[config.mk]
export PLATFORM = sky130hd
export DESIGN_NAME = pong_rx_controller
export DESIGN_NICKNAME = d
export VERILOG_FILES = /design/src/rtl/pong_pkg.sv /design/src/rtl/rx_timeout_timer.sv /design/src/rtl/pong_rx_controller.sv
export SDC_FILE = /design/constraint.sdc
export NUM_CORES = 1
export LEC_CHECK = 0
export ABC_AREA = 1
export CORE_ASPECT_RATIO = 0.8
export CORE_MARGIN = 2
export CORE_UTILIZATION = 55
export DETAILED_ROUTE_END_ITERATION = 8
export GPL_ROUTABILITY_DRIVEN = 0
export GPL_TIMING_DRIVEN = 0
export PLACE_DENSITY = 0.81
export RECOVER_POWER = 100
export SYNTH_ARGS = -nofsm -noshare
export SYNTH_HDL_FRONTEND = slang
export SYNTH_SLANG_ARGS = --single-unit
[constraint.sdc]
create_clock -name bounderClock -period 1.7 [get_ports bounderClock]
set_input_delay 0.34 -clock bounderClock [delete_from_list [all_inputs] [get_ports bounderClock]]
set_output_delay 0.34 -clock bounderClock [all_outputs]
set_load 0.02 [all_outputs]
[src/rtl/pong_pkg.sv]
// Shared definitions for the Pong serial command path: sync marker, command
// codes, controller state encoding and header bit positions.
package pong_pkg;

    localparam logic [7:0] SYNC_BYTE_DEFAULT = 8'hA5;

    localparam logic [1:0] CMD_STOP  = 2'd0;
    localparam logic [1:0] CMD_UP    = 2'd1;
    localparam logic [1:0] CMD_DOWN  = 2'd2;
    localparam logic [1:0] CMD_SERVE = 2'd3;

    // Header byte layout: {player, 5'b0, code}
    localparam int unsigned HDR_PLAYER_BIT = 7;
    localparam int unsigned HDR_PAD_MSB    = 6;
    localparam int unsigned HDR_PAD_LSB    = 2;
    localparam int unsigned HDR_CODE_MSB   = 1;
    localparam int unsigned HDR_CODE_LSB   = 0;

    typedef enum logic [2:0] {
        ST_IDLE,
        ST_HDR,
        ST_ARG,
        ST_CHK,
        ST_HOLD
    } rx_state_t;

endpackage

[src/rtl/rx_timeout_timer.sv]
// Inter-byte timeout counter: counts enabled cycles since the last clear and
// flags expiry on the last allowed cycle.
module rx_timeout_timer #(
    parameter int unsigned TIMEOUT_CYCLES = 2000
) (
    input  logic i_clk,
    input  logic i_rst,
    input  logic i_clear,
    input  logic i_enable,
    output logic o_expired
);

    localparam int unsigned W = $clog2(TIMEOUT_CYCLES);
    localparam logic [W-1:0] LAST = W'(TIMEOUT_CYCLES - 1);

    logic [W-1:0] r_count;

    // Holds at LAST so a missed expiry can never wrap back to a short count.
    always_ff @(posedge i_clk or posedge i_rst) begin
        if (i_rst) begin
            r_count <= '0;
        end else if (i_clear) begin
            r_count <= '0;
        end else if (i_enable && (r_count != LAST)) begin
            r_count <= r_count + W'(1);
        end
    end

    assign o_expired = i_enable && (r_count == LAST);

endmodule

[src/rtl/pong_rx_controller.sv]
// Frames receiver bytes into 4-byte Pong command packets, checks header and
// checksum, enforces inter-byte timeout and hands commands to game logic.
module pong_rx_controller
    import pong_pkg::*;
#(
    parameter int unsigned TIMEOUT_CYCLES = 2000,
    parameter logic [7:0]  SYNC_BYTE      = SYNC_BYTE_DEFAULT
) (
    input  logic       bounderClock,
    input  logic       reset,
    input  logic [7:0] rx_data,
    input  logic       rx_ready,
    input  logic       cmd_accept,
    input  logic       clear_err,
    output logic       cmd_valid,
    output logic       cmd_player,
    output logic [1:0] cmd_code,
    output logic [7:0] cmd_arg,
    output logic       frame_error,
    output logic       overrun,
    output logic       busy,
    output logic [7:0] err_count
);

    rx_state_t r_state;
    rx_state_t w_next_state;

    logic [7:0] r_hdr;
    logic [7:0] r_arg;
    logic       r_cmd_valid;
    logic       r_cmd_player;
    logic [1:0] r_cmd_code;
    logic [7:0] r_cmd_arg;
    logic       r_frame_error;
    logic       r_overrun;
    logic       r_busy;
    logic [7:0] r_err_count;

    logic w_frame_error;
    logic w_overrun;
    logic w_load_hdr;
    logic w_load_arg;
    logic w_load_cmd;
    logic w_in_packet;
    logic w_expired;

    assign w_in_packet = (r_state == ST_HDR) || (r_state == ST_ARG) || (r_state == ST_CHK);

    rx_timeout_timer #(
        .TIMEOUT_CYCLES(TIMEOUT_CYCLES)
    ) u_timer (
        .i_clk     (bounderClock),
        .i_rst     (reset),
        .i_clear   (rx_ready),
        .i_enable  (w_in_packet),
        .o_expired (w_expired)
    );

    always_ff @(posedge bounderClock or posedge reset) begin
        if (reset) begin
            r_state <= ST_IDLE;
        end else begin
            r_state <= w_next_state;
        end
    end

    always_comb begin
        w_next_state  = r_state;
        w_frame_error = 1'b0;
        w_overrun     = 1'b0;
        w_load_hdr    = 1'b0;
        w_load_arg    = 1'b0;
        w_load_cmd    = 1'b0;
        case (r_state)
            ST_IDLE: begin
                if (rx_ready && (rx_data == SYNC_BYTE)) begin
                    w_next_state = ST_HDR;
                end
            end
            ST_HDR: begin
                if (rx_ready) begin
                    if (rx_data[HDR_PAD_MSB:HDR_PAD_LSB] == '0) begin
                        w_load_hdr   = 1'b1;
                        w_next_state = ST_ARG;
                    end else if (rx_data != SYNC_BYTE) begin
                        w_frame_error = 1'b1;
                        w_next_state  = ST_IDLE;
                    end
                end else if (w_expired) begin
                    w_frame_error = 1'b1;
                    w_next_state  = ST_IDLE;
                end
            end
            ST_ARG: begin
                if (rx_ready) begin
                    w_load_arg   = 1'b1;
                    w_next_state = ST_CHK;
                end else if (w_expired) begin
                    w_frame_error = 1'b1;
                    w_next_state  = ST_IDLE;
                end
            end
            ST_CHK: begin
                if (rx_ready) begin
                    if (rx_data == (r_hdr ^ r_arg)) begin
                        w_load_cmd   = 1'b1;
                        w_next_state = ST_HOLD;
                    end else begin
                        w_frame_error = 1'b1;
                        w_next_state  = ST_IDLE;
                    end
                end else if (w_expired) begin
                    w_frame_error = 1'b1;
                    w_next_state  = ST_IDLE;
                end
            end
            ST_HOLD: begin
                w_overrun = rx_ready;
                if (cmd_accept) begin
                    w_next_state = ST_IDLE;
                end
            end
            default: begin
                w_next_state = ST_IDLE;
            end
        endcase
    end

    always_ff @(posedge bounderClock or posedge reset) begin
        if (reset) begin
            r_hdr         <= '0;
            r_arg         <= '0;
            r_cmd_valid   <= 1'b0;
            r_cmd_player  <= 1'b0;
            r_cmd_code    <= '0;
            r_cmd_arg     <= '0;
            r_frame_error <= 1'b0;
            r_overrun     <= 1'b0;
            r_busy        <= 1'b0;
            r_err_count   <= '0;
        end else begin
            if (w_load_hdr) begin
                r_hdr <= rx_data;
            end
            if (w_load_arg) begin
                r_arg <= rx_data;
            end
            if (w_load_cmd) begin
                r_cmd_player <= r_hdr[HDR_PLAYER_BIT];
                r_cmd_code   <= r_hdr[HDR_CODE_MSB:HDR_CODE_LSB];
                r_cmd_arg    <= r_arg;
            end
            r_cmd_valid   <= (w_next_state == ST_HOLD);
            r_busy        <= (w_next_state != ST_IDLE);
            r_frame_error <= w_frame_error;
            r_overrun     <= w_overrun;
            // Clear takes priority over a same-cycle error increment.
            if (clear_err) begin
                r_err_count <= '0;
            end else if ((w_frame_error || w_overrun) && (r_err_count != 8'hFF)) begin
                r_err_count <= r_err_count + 8'd1;
            end
        end
    end

    assign cmd_valid   = r_cmd_valid;
    assign cmd_player  = r_cmd_player;
    assign cmd_code    = r_cmd_code;
    assign cmd_arg     = r_cmd_arg;
    assign frame_error = r_frame_error;
    assign overrun     = r_overrun;
    assign busy        = r_busy;
    assign err_count   = r_err_count;

endmodule

==> impl_metrics.tcl, run 1 <==
set metrics [dict create \
    vdd_ir_drop_max_mv 0.6575 \
    syn_inst 358 \
    cap_violations 0 \
    critical_path_required_ns 1.36 \
    reg2reg_depth 13 \
    timing.fmax_ghz 0.6099 \
    num_io_pins 36 \
    initial_utilization_pct 58.21 \
    coreArea_um2 4679 \
    crit_fanout 1 \
    min_period_over_period_pct 96.44 \
    worstSetupEndpointType "output pin" \
    internal_power_uw 2228 \
    yosysSeqAreaShare_pct 48.69 \
    power_density_nw_per_um2 969.8 \
    max_slew_margin_pct 36.11 \
    die_area_um2 5535 \
    critPathTopFamily "buffers and inverters" \
    cts_tree "yes" \
    top_usage_layer "met2" \
    n_antenna_cell 0 \
    hold_violations 0 \
    seq_power_share_pct 46.1 \
    grt_max_degree 30 \
    hold_path.class "in2reg" \
    io_buffers 35 \
    regToRegSetupSlack_ns 0.08 \
    cts_sinks 53 \
    worst_clock_skew_ns 0.003637 \
    setup_viol 0 \
    drt_pass1_iterations 4 \
    drtAntennaViolNets 0 \
    slew_viol_final 0 \
    hold_buffers 0 \
    grt_usage_pct 25.04 \
    dpl.hpwl_um 4441 \
    cts_max_level 2 \
    max_stage_delay_ns 0.64 \
    clk_latency_ns 0.29 \
    critPathKind "reg2out" \
    worstSetupPathDepth 1 \
    p_leak_uw 0.001789 \
    crit_start "overrun$_DFF_PP0_" \
    crit_slowest_cell "dlygate4sd3_1" \
    drcViolationCount 0 \
    syn2layout_area_growth_pct 26.41 \
    instances_no_fill 472 \
    cts_root_buf "clkbuf_8" \
    crit_path_start_kind "flip-flop" \
    cts_buffer_depth 2 \
    final_core_util_pct 73.58 \
    rr_startpoint "r_hdr[1]$_DFFE_PP0P_" \
    dr_total_vias 2526 \
    rsz0062_at_grt "yes" \
    cp_num_buf_inv 1 \
    hold_ws_ns 0.4244 \
    period_needed_ns 1.639 \
    cts.clk_slew.worst_paths_ns 0.09 \
    die_w_um 82.68 \
    grt_use_met2_pct 39.52 \
    comb_power_share_pct 27.9 \
    ys_ff_latch 53 \
    synth_area_leaders "dfrtp_1 49%, nand2_1 15%, inv_1 7.3%" \
    antenna_found_initial 0 \
    grt_pass1_wl_um 10600 \
    numCtsBuffers 5 \
    grt_pass1_vias 2367 \
    nNetsFinal 426 \
    synth_cell_types 29 \
    avgSynthCellArea_um2 7.609 \
    r2r-end "err_count[3]$_DFFE_PP0P_" \
    viasPerCell 5.352 \
    drive_gt1_share_pct 15.05 \
    met3_usage_pct 4.878 \
    grt-ovfl-total 0 \
    syn-cell-area_um2 2724 \
    wire_per_inst_um 13.24 \
    ys_warn_count 0 \
    status "complete, no violations" \
    p_sw_uw 1112 \
    dieHeight_um 66.95 \
    row_count 22 \
    path_cells "dlygate4sd3_1" \
    clkPwrFrac_pct 26.0 \
    dp.cells 454 \
    timing.critical_path.to "overrun" \
    swShare_pct 33.30 \
    synth_top_area_cell "dfrtp_1" \
    worstMarginPinSlew_ns 0.9573 \
    use_met1_pct 35.41 \
    routed_wirelength_um 6249 \
    worst_ep_arrival_time_ns 1.30 \
    syn-num-nets 373 \
    synth_top_cell_area_share_pct 48.69 \
    drtIter0Drc 165 \
]
-- what timing repair did --
| item | CTS | global route |
|---|---|---|
| pin swaps | 3 | 9 |
| gates resized for setup | 22 | 36 |
| endpoints found under the setup margin | 31 | 36 |
| buffers inserted | 2 | 7 |
| gates cloned | 1 | 0 |
-- routing by layer --
metal,share of wire [%],vias up
li1,-,1258
met1,46,1184
met2,47,77
met3,6.3,7
met4,0.80,0
met5,0,-
-- synthesized netlist by cell type, drive strengths merged --
cell     number
a2bb2oi       1
a22oi         2
clkbuf        2
nor4          1
xor2          5
nand3b        1
o21ai        30
or2           2
o31ai         2
buf           4
inv          54
a21oi         7
nor2         28
nand4        13
nor3         10
nand2       111
dfrtp        53
ha            2
nand3        28
xnor2         1
nor3b         1
-- power by group through the flow --
stage               Combinational [uW]  Sequential (uW)  Clock, uW
finish                             932             1540        870
global route                      1060             1560        946
CTS                                824             1530        898
detailed placement                 806             1550          0
global placement                   766             1540          0
floorplan                          573             1540          0
-- worst reg2reg max path: cells and delay by family (launching register included) --
kind          cells  cell delay (ns)
flops             1             0.40
buf+inv           1             0.06
simple gates     12             1.11
-- kinds of logic (layout without fill, tap and decap cells) --
family	after synthesis	after routing	share of synthesized area, %
compound gates	42	42	8.222
xor+xnor	6	6	1.929
fa+ha+maj	2	2	0.9185
buf+inv	60	113	8.451
flops	53	53	48.69
simple gates	195	196	31.79
-- state kept, by name, indices dropped and copies added (netlist names) --
register         cells
u_timer.r_count     11
cmd_arg              8
err_count            8
r_arg                8
r_hdr                8
r_state              3
cmd_code             2
busy                 1
cmd_player           1
cmd_valid            1
frame_error          1
overrun              1
-- worst min path at each step --
| stage | endpoint | from | cells past startpoint |
|---|---|---|---|
| floorplan | u_timer.r_count[7]$_DFFE_PP0P_ | rx_ready | 1 |
| global placement | cmd_arg[1]$_DFFE_PP0P_ | cmd_arg[1]$_DFFE_PP0P_ | 2 |
| detailed placement | cmd_code[0]$_DFFE_PP0P_ | cmd_code[0]$_DFFE_PP0P_ | 2 |
| CTS | cmd_code[1]$_DFFE_PP0P_ | reset | 2 |
| global route | r_arg[5]$_DFFE_PP0P_ | rx_data[5] | 3 |
| finish | r_arg[5]$_DFFE_PP0P_ | rx_data[5] | 3 |
-- final cells by class --
class | count | area, um2
flip-flops and latches | 53 | 1328
multi-input cells | 246 | 1282
fillers | 388 | 1236
repair buffers | 45 | 404.1
inverters | 54 | 202.7
clock buffers | 7 | 86.33
well taps | 60 | 75.07
plain buffers | 6 | 35.03
clock inverters | 1 | 30.03
-- metrics by stage --
| step | instance area (um2) | total power, uW | TNS, ns | setup WS (ns) |
|---|---|---|---|---|
| 2_1_floorplan | 2724 | 2114 | 0 | 0.07377 |
| 3_3_place_gp | 3149 | 2306 | -62.87 | -0.9239 |
| 3_5_place_dp | 3169 | 2359 | -15.62 | -0.5667 |
| 4_1_cts | 3327 | 3249 | 0 | 0.001036 |
| 5_1_grt | 3443 | 3566 | -0.4082 | -0.05583 |
| 6_report | 3443 | 3339 | 0 | 0.06052 |
-- cell usage in the layout, fill, tap and decap left out, types with 2 or more instances in the layout --
| cell | count |
|---|---|
| dlygate4sd3_1 | 2 |
| nand4_1 | 13 |
| nor2_1 | 25 |
| nor3_2 | 5 |
| o31ai_1 | 2 |
| a22oi_1 | 2 |
| nor3_1 | 4 |
| a21oi_1 | 7 |
| buf_4 | 8 |
| buf_2 | 2 |
| inv_1 | 46 |
| inv_2 | 8 |
| clkbuf_2 | 2 |
| clkbuf_8 | 6 |
| or2_2 | 2 |
| dfrtp_1 | 52 |
| nand2_2 | 7 |
| ha_1 | 2 |
| o21ai_1 | 2 |
| nor2_2 | 2 |
| buf_6 | 2 |
| nand3_2 | 10 |
| clkdlybuf4s50_1 | 17 |
| xor2_1 | 5 |
| nand2_1 | 103 |
| nand3_1 | 18 |
| o21ai_0 | 28 |
| clkbuf_1 | 3 |
| dlygate4sd2_1 | 12 |
Power figures use the tool's default switching activity.
==> run 2: changes to the inputs <==
--- a/config.mk
+++ b/config.mk
@@ -6,13 +6,15 @@
 export NUM_CORES = 1
 export LEC_CHECK = 0
 export ABC_AREA = 1
+export CELL_PAD_IN_SITES_DETAIL_PLACEMENT = 1
+export CELL_PAD_IN_SITES_GLOBAL_PLACEMENT = 1
 export CORE_ASPECT_RATIO = 0.8
 export CORE_MARGIN = 2
-export CORE_UTILIZATION = 55
+export CORE_UTILIZATION = 40
 export DETAILED_ROUTE_END_ITERATION = 8
 export GPL_ROUTABILITY_DRIVEN = 0
 export GPL_TIMING_DRIVEN = 0
-export PLACE_DENSITY = 0.81
+export PLACE_DENSITY = 0.8
 export RECOVER_POWER = 100
 export SYNTH_ARGS = -nofsm -noshare
 export SYNTH_HDL_FRONTEND = slang
==> run 2 against run 1 <==
Net effect: maximum frequency down 3.4%; combinational power about the same; die area up 35%; largest cell class unchanged; power down 4.6%; sequential share of layout area up 0.26 points.
==> impl_metrics.tcl, run 2 (synthesized netlist as in run 1, its figures left out) <==
set metrics [dict create \
    rsz0062_at_grt "yes" \
    worstSetupEndpointType "flip-flop" \
    slew_viol_final 0 \
    cts_tree "yes" \
    comb_power_share_pct 29.3 \
    drive_gt1_share_pct 13.83 \
    hold_violations 0 \
    vdd_ir_drop_max_mv 0.5069 \
    io_buffers 35 \
    wire_per_inst_um 14.89 \
    n_antenna_cell 0 \
    initial_utilization_pct 42.08 \
    drtIter0Drc 125 \
    grt_usage_pct 21.14 \
    dr_total_vias 2523 \
    cts_max_level 2 \
    crit_fanout 8 \
    critical_path_required_ns 1.90 \
    min_period_over_period_pct 99.82 \
    antenna_found_initial 0 \
    drcViolationCount 0 \
    period_needed_ns 1.697 \
    timing.fmax_ghz 0.5893 \
    drt_pass1_iterations 4 \
    p_leak_uw 0.001773 \
    nNetsFinal 426 \
    layout_commonest_cell "nand2_1" \
    drtAntennaViolNets 0 \
    largest_reg_flops 11 \
    worst_clock_skew_ns 0.009967 \
    max_slew_margin_pct 63.93 \
    grt-ovfl-total 0 \
    row_count 26 \
    cts_sinks 53 \
    cts.clk_slew.worst_paths_ns 0.10 \
    whs_path_depth 3 \
    dieHeight_um 77.81 \
    path_cells "nor2_1, nand4_1, nand2_2, nand2_2, nand3_4, nand2_4, nand3_1, nand2_1" \
    cts_buffer_depth 2 \
    reg2reg_depth 8 \
    rr_startpoint "r_state[2]$_DFF_PP0_" \
    clkPwrFrac_pct 22.4 \
    p_sw_uw 1166 \
    coreArea_um2 6474 \
    grt_pass1_wl_um 12320 \
    status "complete, no violations" \
    setup_viol 0 \
    clk_latency_ns 0.31 \
    viasPerCell 5.087 \
    whs_endpoint "r_arg[5]$_DFFE_PP0P_" \
    worstMarginPinSlew_ns 0.5405 \
    hold_start "rx_data[5]" \
    cp_num_buf_inv 0 \
    cts_root_buf "clkbuf_8" \
    syn2layout_area_growth_pct 25.45 \
    dpl.hpwl_um 5266 \
    grt_max_degree 42 \
    setup_slack_ns 0.003074 \
    regToRegSetupSlack_ns 0.003 \
    r2r-end "err_count[4]$_DFFE_PP0P_" \
    power_density_nw_per_um2 932.3 \
    fill_cells 811 \
    max_stage_delay_ns 0.48 \
    dp_worst_setup_slack_ns -0.6694 \
    path_common_cell "nand2_2" \
    cap_violations 0 \
    critPathKind "reg2reg" \
    num_io_pins 36 \
    routed_wirelength_um 7386 \
    grt_pass1_vias 2504 \
    mostFrequentLayoutCells "102 x nand2_1, 53 x dfrtp_1, 46 x inv_1" \
    crit_slowest_cell "dfrtp_1" \
    top_register "u_timer.r_count" \
    die_area_um2 7490 \
    swShare_pct 36.59 \
    seq_power_share_pct 48.3 \
    hold_ws_ns 0.4241 \
    internal_power_uw 2020 \
    numCtsBuffers 5 \
    hold_path.class "in2reg" \
    critPathTopFamily "simple AND/OR/NAND/NOR gates" \
    die_w_um 96.26 \
    worst_ep_arrival_time_ns 1.90 \
    hold_buffers 0 \
    crit_path_start_kind "flip-flop" \
]
-- run 2: changes by cell type in the layout (fill, tap and decap cells not counted), sizes merged --
cell	change
clkdlybuf4s15	-1
dlygate4sd3	-1
bufinv	-1
dlygate4sd2	+2
clkdlybuf4s50	+1
buf	+1
clkbuf	-1
-- run 2: power groups by stage --
stage          clock network [uW]  logic, uW  registers (uW)
2_1_floorplan                   0        573            1540
4_1_cts                       732        863            1530
3_5_place_dp                    0        848            1550
5_1_grt                       772       1070            1560
3_3_place_gp                    0        794            1540
6_report                      714        934            1540
-- run 2: layout make-up --
type,count,area (um2),share of cell area [%]
plain buffers,6,36.28,1.062
clock buffers,8,80.08,2.343
inverters,54,202.7,5.932
multi-input cells,246,1262,36.95
flip-flops and latches,53,1326,38.81
well taps,84,105.1,3.076
repair buffers,45,404.1,11.83
-- run 2: worst max-delay path by stage --
stage / startpoint / endpoint / slack [ns] / depth (start not counted)
after floorplan: reset / busy$_DFF_PP0_ / 0.07 / 1
after detailed placement: rx_data[4] / cmd_arg[1]$_DFFE_PP0P_ / -0.67 / 10
after global routing: r_state[2]$_DFF_PP0_ / busy$_DFF_PP0_ / -0.1 / 7
after global placement: reset / cmd_code[1]$_DFFE_PP0P_ / -1.03 / 2
final: r_state[2]$_DFF_PP0_ / err_count[4]$_DFFE_PP0P_ / 0.003 / 8
after CTS: err_count[1]$_DFFE_PP0P_ / err_count[1] / 0.002 / 1
-- run 2: per-layer routing --
metal  up-vias  global-route usage [%]  wire length (um)
li1       1253                       -                 -
met1      1227                   30.78              3555
met2        35                   32.01              3489
met3         8                   4.757               272
met4         0                   4.714                68
met5         -                       0                 0
-- run 2: metrics by stage --
step	setup TNS [ns]	instance area, um2	power (uW)	cells	utilization, %
6_report	0	3417	3186	496	52.78
5_1_grt	-1.231	3417	3405	496	52.78
4_1_cts	0	3323	3123	490	51.33
3_5_place_dp	-18.04	3199	2400	478	49.42
3_3_place_gp	-70.04	3179	2336	477	49.11
2_1_floorplan	0	2724	2114	358	-
-- run 2: worst min-delay path, cell delays in order --
cell            delay, ns
dlymetal6s2s_1       0.16
inv_1                0.08
o21ai_0              0.10
-- run 2: timing repair --
action	CTS	global route
gates resized for setup	26	27
setup endpoints to repair	41	43
buffers inserted	3	6
pin swaps	5	6
gates cloned	1	0
==> run 3: changes to the inputs <==
--- a/config.mk
+++ b/config.mk
@@ -11,9 +11,10 @@
 export CORE_ASPECT_RATIO = 0.8
 export CORE_MARGIN = 2
 export CORE_UTILIZATION = 40
+export CTS_CLUSTER_DIAMETER = 120
 export DETAILED_ROUTE_END_ITERATION = 8
 export GPL_ROUTABILITY_DRIVEN = 0
-export GPL_TIMING_DRIVEN = 0
+export GPL_TIMING_DRIVEN = 1
 export PLACE_DENSITY = 0.8
 export RECOVER_POWER = 100
 export SYNTH_ARGS = -nofsm -noshare
==> run 3 against run 2 <==
Net effect: the flow now finishes with violations (setup timing); non-clock buffer count increased by 16; power rose by 11%; first-iteration DRC count down 15%.
==> impl_metrics.tcl, run 3 (synthesized netlist as in run 1, its figures left out) <==
set metrics [dict create \
    num_io_pins 36 \
    comb_power_share_pct 30.3 \
    critical_path_required_ns 1.88 \
    crit_path_start_kind "flip-flop" \
    drcViolationCount 0 \
    p_leak_uw 0.001921 \
    die_area_um2 7490 \
    die_w_um 96.26 \
    drtIter0Drc 106 \
    drt_pass1_iterations 4 \
    worst_clock_skew_ns 0.006230 \
    mostFrequentLayoutCells "92 x nand2_1, 52 x dfrtp_1, 44 x inv_1" \
    viasPerCell 5.170 \
    initial_utilization_pct 42.08 \
    grt_pass1_vias 2708 \
    cts_root_buf "clkbuf_8" \
    top_register "u_timer.r_count" \
    crit_slowest_cell "dfrtp_1" \
    final_core_util_pct 57.25 \
    whs_endpoint "r_arg[2]$_DFFE_PP0P_" \
    vdd_ir_drop_max_mv 0.5317 \
    numCtsBuffers 5 \
    worst_ep_arrival_time_ns 1.88 \
    reg2reg_depth 7 \
    seq_power_share_pct 43.7 \
    finalPower_uw 3539 \
    timing.fmax_ghz 0.5880 \
    internal_power_uw 2285 \
    max_slew_margin_pct 51.86 \
    crit_fanout 12 \
    syn2layout_area_growth_pct 36.06 \
    grt_max_degree 54 \
    clk_latency_ns 0.32 \
    dpl.hpwl_um 5309 \
    n_antenna_cell 0 \
    wire_per_inst_um 15.47 \
    rr_startpoint "r_state[2]$_DFF_PP0_" \
    cts_max_level 2 \
    worstSetupEndpointType "flip-flop" \
    grt_pass1_wl_um 12520 \
    cap_violations 0 \
    hold_path.class "in2reg" \
    power_density_nw_per_um2 954.8 \
    p_sw_uw 1253 \
    period_needed_ns 1.701 \
    critPathTopFamily "simple AND/OR/NAND/NOR gates" \
    instances_no_fill 512 \
    violations "setup timing" \
    r2r-end "cmd_arg[2]$_DFFE_PP0P_" \
    largest_reg_flops 11 \
    hold_violations 0 \
    cp_num_buf_inv 2 \
    dr_total_vias 2647 \
    placed_cell_area_um2 3337 \
    layout_commonest_cell "nand2_1" \
    path_cells "nor2_1, inv_1, nor3_4, nand3_2, buf_6, nand2_1, o21ai_0" \
    row_count 26 \
    io_buffers 35 \
    max_stage_delay_ns 0.49 \
    dp.cells 494 \
    dieHeight_um 77.81 \
    whs_path_depth 3 \
    cts_buffer_depth 2 \
    nNetsFinal 442 \
    routed_wirelength_um 7920 \
    grt_usage_pct 21.64 \
    antenna_found_initial 0 \
    fin_area_um2 3706 \
    setup_slack_ns -0.0005793 \
    cts_sinks 53 \
    setup_viol 1 \
    worstMarginPinSlew_ns 0.7221 \
    grt-ovfl-total 0 \
    swShare_pct 35.42 \
    drive_gt1_share_pct 22.90 \
    drtAntennaViolNets 0 \
    rsz0062_at_grt "yes" \
    cts_tree "yes" \
    coreArea_um2 6474 \
    slew_viol_final 0 \
    cts.clk_slew.worst_paths_ns 0.10 \
    critPathKind "reg2reg" \
    clkPwrFrac_pct 26.0 \
    hold_start "rx_data[2]" \
    min_period_over_period_pct 100.0 \
    status "complete, but fails checks" \
    regToRegSetupSlack_ns -0.0006 \
]
run 3: cell type report:
type                       instances  area [um2]
sequential                        53        1328
tap                               84       105.1
inverter                          54       202.7
clock inverter                     2       37.54
fill                             796        2768
timing repair buffer              67       589.3
clock buffer                       6       82.58
multi-input combinational        246        1361
run 3: repair_timing:
action	CTS	global route
buffers inserted	0	9
gates resized for setup	24	52
gates cloned	1	0
endpoints found under the setup margin	29	24
hold buffers	0	0
pin swaps	4	25
run 3: worst max-delay path by stage:
stage / slack (ns) / startpoint / depth (start not counted) / end
after floorplan: 0.07 / reset / 1 / busy$_DFF_PP0_
after global placement: -0.36 / rx_data[4] / 11 / cmd_arg[6]$_DFFE_PP0P_
after detailed placement: -0.50 / rx_data[4] / 11 / cmd_arg[2]$_DFFE_PP0P_
after CTS: 0.01 / rx_data[2] / 11 / cmd_arg[2]$_DFFE_PP0P_
after global routing: -0.07 / u_timer.r_count[9]$_DFFE_PP0P_ / 10 / busy$_DFF_PP0_
final: -0.0006 / r_state[2]$_DFF_PP0_ / 7 / cmd_arg[2]$_DFFE_PP0P_
run 3: stage by stage:
step	setup slack (ns)	hold WS [ns]	TNS, ns
2_1_floorplan	0.07377	0.4379	0
3_3_place_gp	-0.3628	0.4646	-8.454
3_5_place_dp	-0.4978	0.4746	-11.52
4_1_cts	0.01345	0.4033	0
5_1_grt	-0.07392	0.3913	-0.5792
6_report	-0.0005793	0.3613	-0.0005793
run 3: power groups by stage:
stage	Clock (uW)	Sequential [uW]	Combinational, uW
after floorplan	0	1540	573
after CTS	928	1540	896
final	920	1550	1070
after global placement	0	1540	828
after detailed placement	0	1560	876
after global routing	981	1570	1220
run 3: layer usage:
| metal | part of all wire [%] | wire length (um) | vias up | global-route usage, % |
|---|---|---|---|---|
| li1 | - | - | 1281 | - |
| met1 | 46 | 3664 | 1324 | 28.49 |
| met2 | 50 | 3941 | 36 | 35.42 |
| met3 | 2.7 | 210 | 6 | 3.689 |
| met4 | 1.3 | 104 | 0 | 8.000 |
| met5 | 0 | 0 | - | 0 |
run 3: worst register-to-register path, delay by kind of cell, from the launching register on:
family	cells	cell delay (ns)
AOI/OAI and AO/OA	1	0.12
buffers and inverters	2	0.29
DFF	1	0.49
and+or+nand+nor	4	0.65
